==> src/rtl/pc_fetch_unit.sv <==
// pc_fetch_unit: holds the architectural PC and fetches one instruction at a time.
// Ports: clk/rst; next_pc, flush/flush_pc in; inst_* memory port; inst_valid/id_ready,
// pc_out, inst_out, fetch_err, fetch_cnt toward decode.
module pc_fetch_unit #(
  parameter int             n        = 32,
  parameter logic [n-1:0]   RESET_PC = 32'hBFC00000,
  parameter logic [n-1:0]   NOP_INST = 32'h00000000,
  // reset value of fetch_cnt
  parameter logic [31:0]    CNT_INIT = 32'h0
) (
  input  logic         clk,
  input  logic         rst,
  input  logic [n-1:0] next_pc,
  input  logic         flush,
  input  logic [n-1:0] flush_pc,
  output logic         inst_req,
  output logic [n-1:0] inst_addr,
  input  logic         inst_addr_ok,
  input  logic         inst_data_ok,
  input  logic [n-1:0] inst_rdata,
  output logic         inst_valid,
  input  logic         id_ready,
  output logic [n-1:0] pc_out,
  output logic [n-1:0] inst_out,
  output logic         fetch_err,
  output logic [31:0]  fetch_cnt
);

  typedef enum logic [2:0] {
    S_REQ,
    S_WAIT,
    S_FULL,
    S_ERR,
    S_DROP
  } state_t;

  state_t       state_q, state_d;
  logic [n-1:0] fetch_pc_q, fetch_pc_d;
  logic [n-1:0] pc_q, pc_d;
  logic [n-1:0] inst_q, inst_d;
  logic [31:0]  cnt_q, cnt_d;
  logic         pending;

  // A read is still in flight after this edge. DROP is included so a
  // flush there cannot launch a second request before the first returns.
  assign pending =
    !inst_data_ok &&
    ((state_q == S_WAIT) ||
     (state_q == S_DROP) ||
     (state_q == S_REQ && inst_addr_ok));

  always_comb begin
    state_d    = state_q;
    fetch_pc_d = fetch_pc_q;
    pc_d       = pc_q;
    inst_d     = inst_q;
    cnt_d      = cnt_q;
    if (flush) begin
      fetch_pc_d = flush_pc;
      state_d    = pending ? S_DROP : S_REQ;
    end else begin
      unique case (state_q)
        S_REQ: begin
          if (inst_addr_ok && inst_data_ok) begin
            pc_d    = fetch_pc_q;
            inst_d  = inst_rdata;
            state_d = S_FULL;
          end else if (inst_addr_ok) begin
            state_d = S_WAIT;
          end
        end
        S_WAIT: begin
          if (inst_data_ok) begin
            pc_d    = fetch_pc_q;
            inst_d  = inst_rdata;
            state_d = S_FULL;
          end
        end
        S_FULL: begin
          if (id_ready) begin
            cnt_d      = cnt_q + 32'd1;
            fetch_pc_d = next_pc;
            if (next_pc[1:0] == 2'b00) begin
              state_d = S_REQ;
            end else begin
              // misaligned target: park in ERR, never touch memory
              pc_d    = next_pc;
              inst_d  = NOP_INST;
              state_d = S_ERR;
            end
          end
        end
        S_ERR: ;
        S_DROP: begin
          if (inst_data_ok) state_d = S_REQ;
        end
        default: state_d = S_REQ;
      endcase
    end
  end

  always_ff @(posedge clk or posedge rst) begin
    if (rst) begin
      state_q    <= S_REQ;
      fetch_pc_q <= RESET_PC;
      pc_q       <= RESET_PC;
      inst_q     <= '0;
      cnt_q      <= CNT_INIT;
    end else begin
      state_q    <= state_d;
      fetch_pc_q <= fetch_pc_d;
      pc_q       <= pc_d;
      inst_q     <= inst_d;
      cnt_q      <= cnt_d;
    end
  end

  assign inst_req   = (state_q == S_REQ);
  assign inst_addr  = fetch_pc_q;
  assign inst_valid = (state_q == S_FULL) ||
                      (state_q == S_ERR);
  assign fetch_err  = (state_q == S_ERR);
  assign pc_out     = pc_q;
  assign inst_out   = inst_q;
  assign fetch_cnt  = cnt_q;

endmodule
==> config.mk <==
export PLATFORM = sky130hd
export DESIGN_NAME = pc_fetch_unit
export DESIGN_NICKNAME = d
export VERILOG_FILES = /design/src/rtl/pc_fetch_unit.sv
export SDC_FILE = /design/constraint.sdc
export NUM_CORES = 1
export LEC_CHECK = 0
export CORE_MARGIN = 2
export CORE_UTILIZATION = 39
export DETAILED_ROUTE_END_ITERATION = 16
export PLACE_DENSITY = 0.75
export SETUP_SLACK_MARGIN = 0.3
export SYNTH_ARGS = -nofsm -noshare
export SYNTH_HDL_FRONTEND = slang
export SYNTH_SLANG_ARGS = --single-unit
==> constraint.sdc <==
create_clock -name clk -period 4.1 [get_ports clk]
set_input_delay 0.82 -clock clk [delete_from_list [all_inputs] [get_ports clk]]
set_output_delay 0.82 -clock clk [all_outputs]
set_load 0.01 [all_outputs]
# Yosys cells after proc, flatten, opt, wreduce, memory -nomap -nowiden
# Cells that the tools add are included.
[word_totals] ff_bits=131
[op_classes] muxes=22 addsub=1 n_eq_ne=13 bitwise_logic=1 n_reduce_logical=16
[op_table] cell="two-way mux 32 bit" count=11
[op_table] cell="one-hot mux 32 bit (3 select lines)" count=2
[op_table] cell="adder 32 x 1 -> 32 bit (second input constant)" count=1
[op_table] cell="two-way mux 3 bit" count=7
[op_table] cell="one-hot mux 3 bit (5 select lines)" count=1
[op_table] cell="!= test 3 bit (second input constant)" count=3
[op_table] cell="!= test 2 bit (second input constant)" count=4
[op_table] cell="== test 3 x 2 -> 1 bit (second input constant)" count=2
[op_table] cell="AND reduction 6 bit" count=1
[op_table] cell="AND reduction 5 bit" count=1
[op_table] cell="!= test 4 x 2 -> 1 bit (second input constant)" count=1
[op_table] cell="nonzero test 2 bit" count=2
[op_table] cell="== test 3 x 1 -> 1 bit (second input constant)" count=1
[op_table] cell="== test 3 bit (second input constant)" count=1
[op_table] cell="logical AND 1 bit" count=3
[op_table] cell="zero test 3 bit" count=1
[op_table] cell="logical OR 1 bit" count=3
[op_table] cell="AND reduction 3 bit" count=1
[op_table] cell="nonzero test 3 bit" count=1
[op_table] cell="zero test 2 bit" count=1
[op_table] cell="two-way mux 2 bit" count=1
[op_table] cell="!= test 2 x 1 -> 1 bit (second input constant)" count=1
[op_table] cell="AND reduction 2 bit" count=1
[op_table] cell="zero test 1 bit" count=1
[op_table] cell="NOT 1 bit" count=1

# Logic depth before layout (Yosys ltp)
[depth] ltp_word=6 mapped_depth=7 mapped_depth_nobuf=5

# Least setup slack after synthesis
# OpenSTA, ideal clock, no wires.
[synth_path] path_type="input port to flip-flop" start="input port flush" end="register pc_q[10], in the netlist pc_out[10]" stages=6 slack_ps=1936 arrival_time_ps=2038 setup_ps=125 required_time_ps=3975 cell_sequence="clkbuf_1 > a211o_1 > nor3_2 > buf_6 > buf_12 > mux2_4"
[synth_via] elab_chain_cells=2
[synth_lines] element="start: declaration" line_no="14" text="input logic flush,"
[synth_lines] element="NOT 1 bit (no source line)"
[synth_lines] element="AND reduction 6 bit (no source line)"
[synth_lines] element="end signal: assignment" line_no="112" text="pc_q <= pc_d;"
[synth_lines] element="end: declaration" line_no="39" text="logic [n-1:0] pc_q, pc_d;"
# Every way passes these cells.
# A chain may end at the register's enable or synchronous reset.

# Worst setup path after layout
[layout_path] start="register state_q[0]" end="output port inst_req"
[layout_via] elab_chain_cells=1
[layout_lines] element="start: declaration" line_no="37" text="state_t state_q, state_d;"
[layout_lines] element="start signal: assignment" line_no="110" text="state_q <= state_d;"
[layout_lines] element="zero test 3 bit" line_no="118" text="assign inst_req = (state_q == S_REQ);"
[layout_lines] element="end: declaration" line_no="16" text="output logic inst_req,"
# Every way passes these cells.

==> metrics.cfg <==
[setup_path]
reg2reg_slack_ns = 1.72
end_kind = output pin
cp-start-kind = flop
max_stage_delay_ns = 0.56
path_class = flop to output pin
cp_data_arrival_time_ns = 1.94
crit_buf_inv = 1
worstPathMaxFanout = 9
worstPathCellList = or2_2 -> nor2_1 -> clkdlybuf4s50_1
crit_family = buffers and inverters
required_ns = 3.28
crit_slowest_cell = clkdlybuf4s50_1

[timing]
fin_crit_sh_pct = 67.4
grt_setup_unrepaired = no
holdWs_ns = 0.473
finalSetupViolations = 0
fin_skew_ns = 0.0110
final.min_clock_period_ns = 2.76
fmaxAchievable_mhz = 362
hold_viol_final = 0
finalMaxSlewViolations = 0
tightest_slew_ns = 0.746
setup_tns_ns = 0
relSlewSlack_pct = 50.1

[detailed_routing]
via_count = 5073
drcViolationCount = 0
drt_first_pass_iters = 4
drt-total-wl_um = 17300
ant_nets = 0
routed_via_density = 4.79
wl_per_cell_um = 16.3
drt_iter0_drc = 255

[placement]
dpl_cell_area_mm2 = 0.00880
gp_congestion = 0.784
port_buffers = 232
place_inst = 1027
hpwlAfterDp_um = 11800

[cells_and_area]
antenna_cells = 0
fill_cells = 1363
post-route-util_pct = 60.0
multi_input_area_mm2 = 0.00269
regArea_mm2 = 0.00330
drive_gt1_share_pct = 12.0
fin_cells = 1059
final_design_area_no_fill_mm2 = 0.00950
nNetsFinal = 933
syn2layout_area_growth_pct = 50.4

[grt]
grt_pass1_vias = 5316
grt-ovfl-total = 0
grt_max_degree = 132
gr-usage-all-layers_pct = 20.5
antenna_found_initial = 0
grt_first_pass_wirelength_um = 28000

[logic_synthesis]
ys_seq_area_share_pct = 52.3
synth_cell_types = 40
synthesis.area_mm2 = 0.00631
ys_seq_elements = 131
synth_fp_nets = 706
syn_avg_cell_area_um2 = 10.5
yosys_warnings = 0
postSynthCellCount = 603

[cts]
cts_sinks = 131
cts_root_buf = clkbuf_16
cts_made_buffers = 17
cts.clk_slew.worst_paths_ns = 0.05
cts_setup_buffers = 0
htreeDepth = 4
post_cts_resized = 0
cts_tree = built
clockBufferDepth = 2
clk_latency_ns = 0.42
postCtsHoldBufs = 0

[power]
irDropWorstVdd_v = 0.000375
p_per_area_mw_per_mm2 = 590
leakagePower_uw = 0.00418

[floorplan]
die_y_um = 131
ios = 233
start_util_pct = 39.9
die_x_um = 131
design.die.area_mm2 = 0.0172
coreArea_mm2 = 0.0158
rows = 46

[worst_hold_path]
min_path_type = flop to flop

[outcome]
status = finished, final reports clean

[job]
cap_violations = 0

[layout make-up]
| type | instances | share of cell area (%) |
|---|---|---|
| clock inverter | 12 | 2.36 |
| clock buffer | 20 | 4.92 |
| multi-input combinational | 405 | 28.4 |
| inverter | 34 | 1.38 |
| timing repair buffer | 241 | 25.4 |
| sequential | 131 | 34.8 |
| tap | 216 | 2.85 |
[final timing paths]
kind	from	endpoint	depth (start not counted)
setup / recovery	state_q[0]	inst_req	3
min in group asynchronous	rst	inst_addr[2]	3
hold reg to reg	fetch_cnt[31]	fetch_cnt[31]	1
setup reg to reg	state_q[0]	pc_out[21]	5
max in group asynchronous	rst	inst_addr[10]	3
hold / removal	fetch_cnt[31]	fetch_cnt[31]	1
[cells in the final DEF (no fill, tap or decap), drive strengths merged, types with 2 or more instances in the layout]
cell             n
clkdlybuf4s50  231
nand2          170
dfrtp          113
mux2i           65
inv             35
o21ai           33
mux2            33
xnor2           23
clkbuf          20
dfstp           18
nand4           14
nand3           13
nor3            10
buf             10
xor2             8
bufinv           6
nor2             5
and3             4
nor4             3
and2             3
clkinv           3
and4             2
or2              2
nor2b            2
o31ai            2
clkinvlp         2
[sequential cells by signal (all words and copies together) (netlist names)]
| name | flops |
|---|---|
| pc_out | 32 |
| fetch_cnt | 32 |
| inst_out | 32 |
| inst_addr | 32 |
| state_q | 3 |
[power by group]
group / switching, uW / total [uW] / leakage, uW / internal, uW
clock network: 575 / 1770 / 0.000337 / 1190
logic: 753 / 1870 / 0.00223 / 1110
registers: 259 / 1970 / 0.00161 / 1710
[layer usage]
layer	track usage [%]	vias to the layer above	wire length (um)	part of all wire, %
li1	-	2449	-	-
met5	0	-	0	0
met1	24.2	2431	7260	42
met2	33.6	181	8280	48
met3	9.10	12	1550	9.0
met4	6.34	0	176	1.0
[cell families (layout without fill, tap and decap cells)]
family                   count (synthesis)  after routing  share of synthesized area, %
AND/OR/NAND/NOR                        235            235                          16.6
flip-flops                             131            131                          52.3
buffers and inverters                   67            307                          5.39
multiplexers                            98             98                          17.8
AO/OA/AOI/OAI                           40             40                          3.43
XOR/XNOR                                31             31                          4.30
adder cells (fa/ha/maj)                  1              1                         0.198
[Yosys cell counts]
cell type	count	share of area [%]
nand2_1	170	10
dfrtp_1	113	45
mux2i_1	65	10
inv_1	34	2.0
o21ai_0	33	2.6
mux2_4	27	6.4
xnor2_1	23	3.2
dfstp_2	18	7.5
clkbuf_1	16	0.95
nand4_1	14	1.4
nand3_1	13	1.0
nor3_1	9	0.71
buf_2	8	0.63
xor2_1	8	1.1
mux2_2	6	1.1
nor2_1	5	0.30
and3_1	4	0.40
buf_6	4	0.71
and2_1	3	0.30
buf_12	3	0.95
nor4_1	3	0.30
and4_1	2	0.28
buf_1	2	0.12
nor2b_1	2	0.20
o31ai_1	2	0.24
or2_2	2	0.20
a211o_1	1	0.14
a211oi_1	1	0.12
a21oi_1	1	0.079
and4b_1	1	0.16
ha_1	1	0.20
nand2b_1	1	0.099
nand4b_1	1	0.14
nor3_2	1	0.16
nor3b_4	1	0.30
nor4b_2	1	0.24
nor4bb_1	1	0.16
o21a_1	1	0.12
o21bai_1	1	0.12
or3b_1	1	0.14
[stage by stage]
stage | setup slack [ns] | total power (uW)
after floorplan | 1.67 | 2800
after global placement | 1.11 | 3830
after detailed placement | 1.05 | 3860
after CTS | 1.31 | 5670
final | 1.34 | 5600
after global routing | 1.23 | 5880
(Power assumes the default switching activity.)
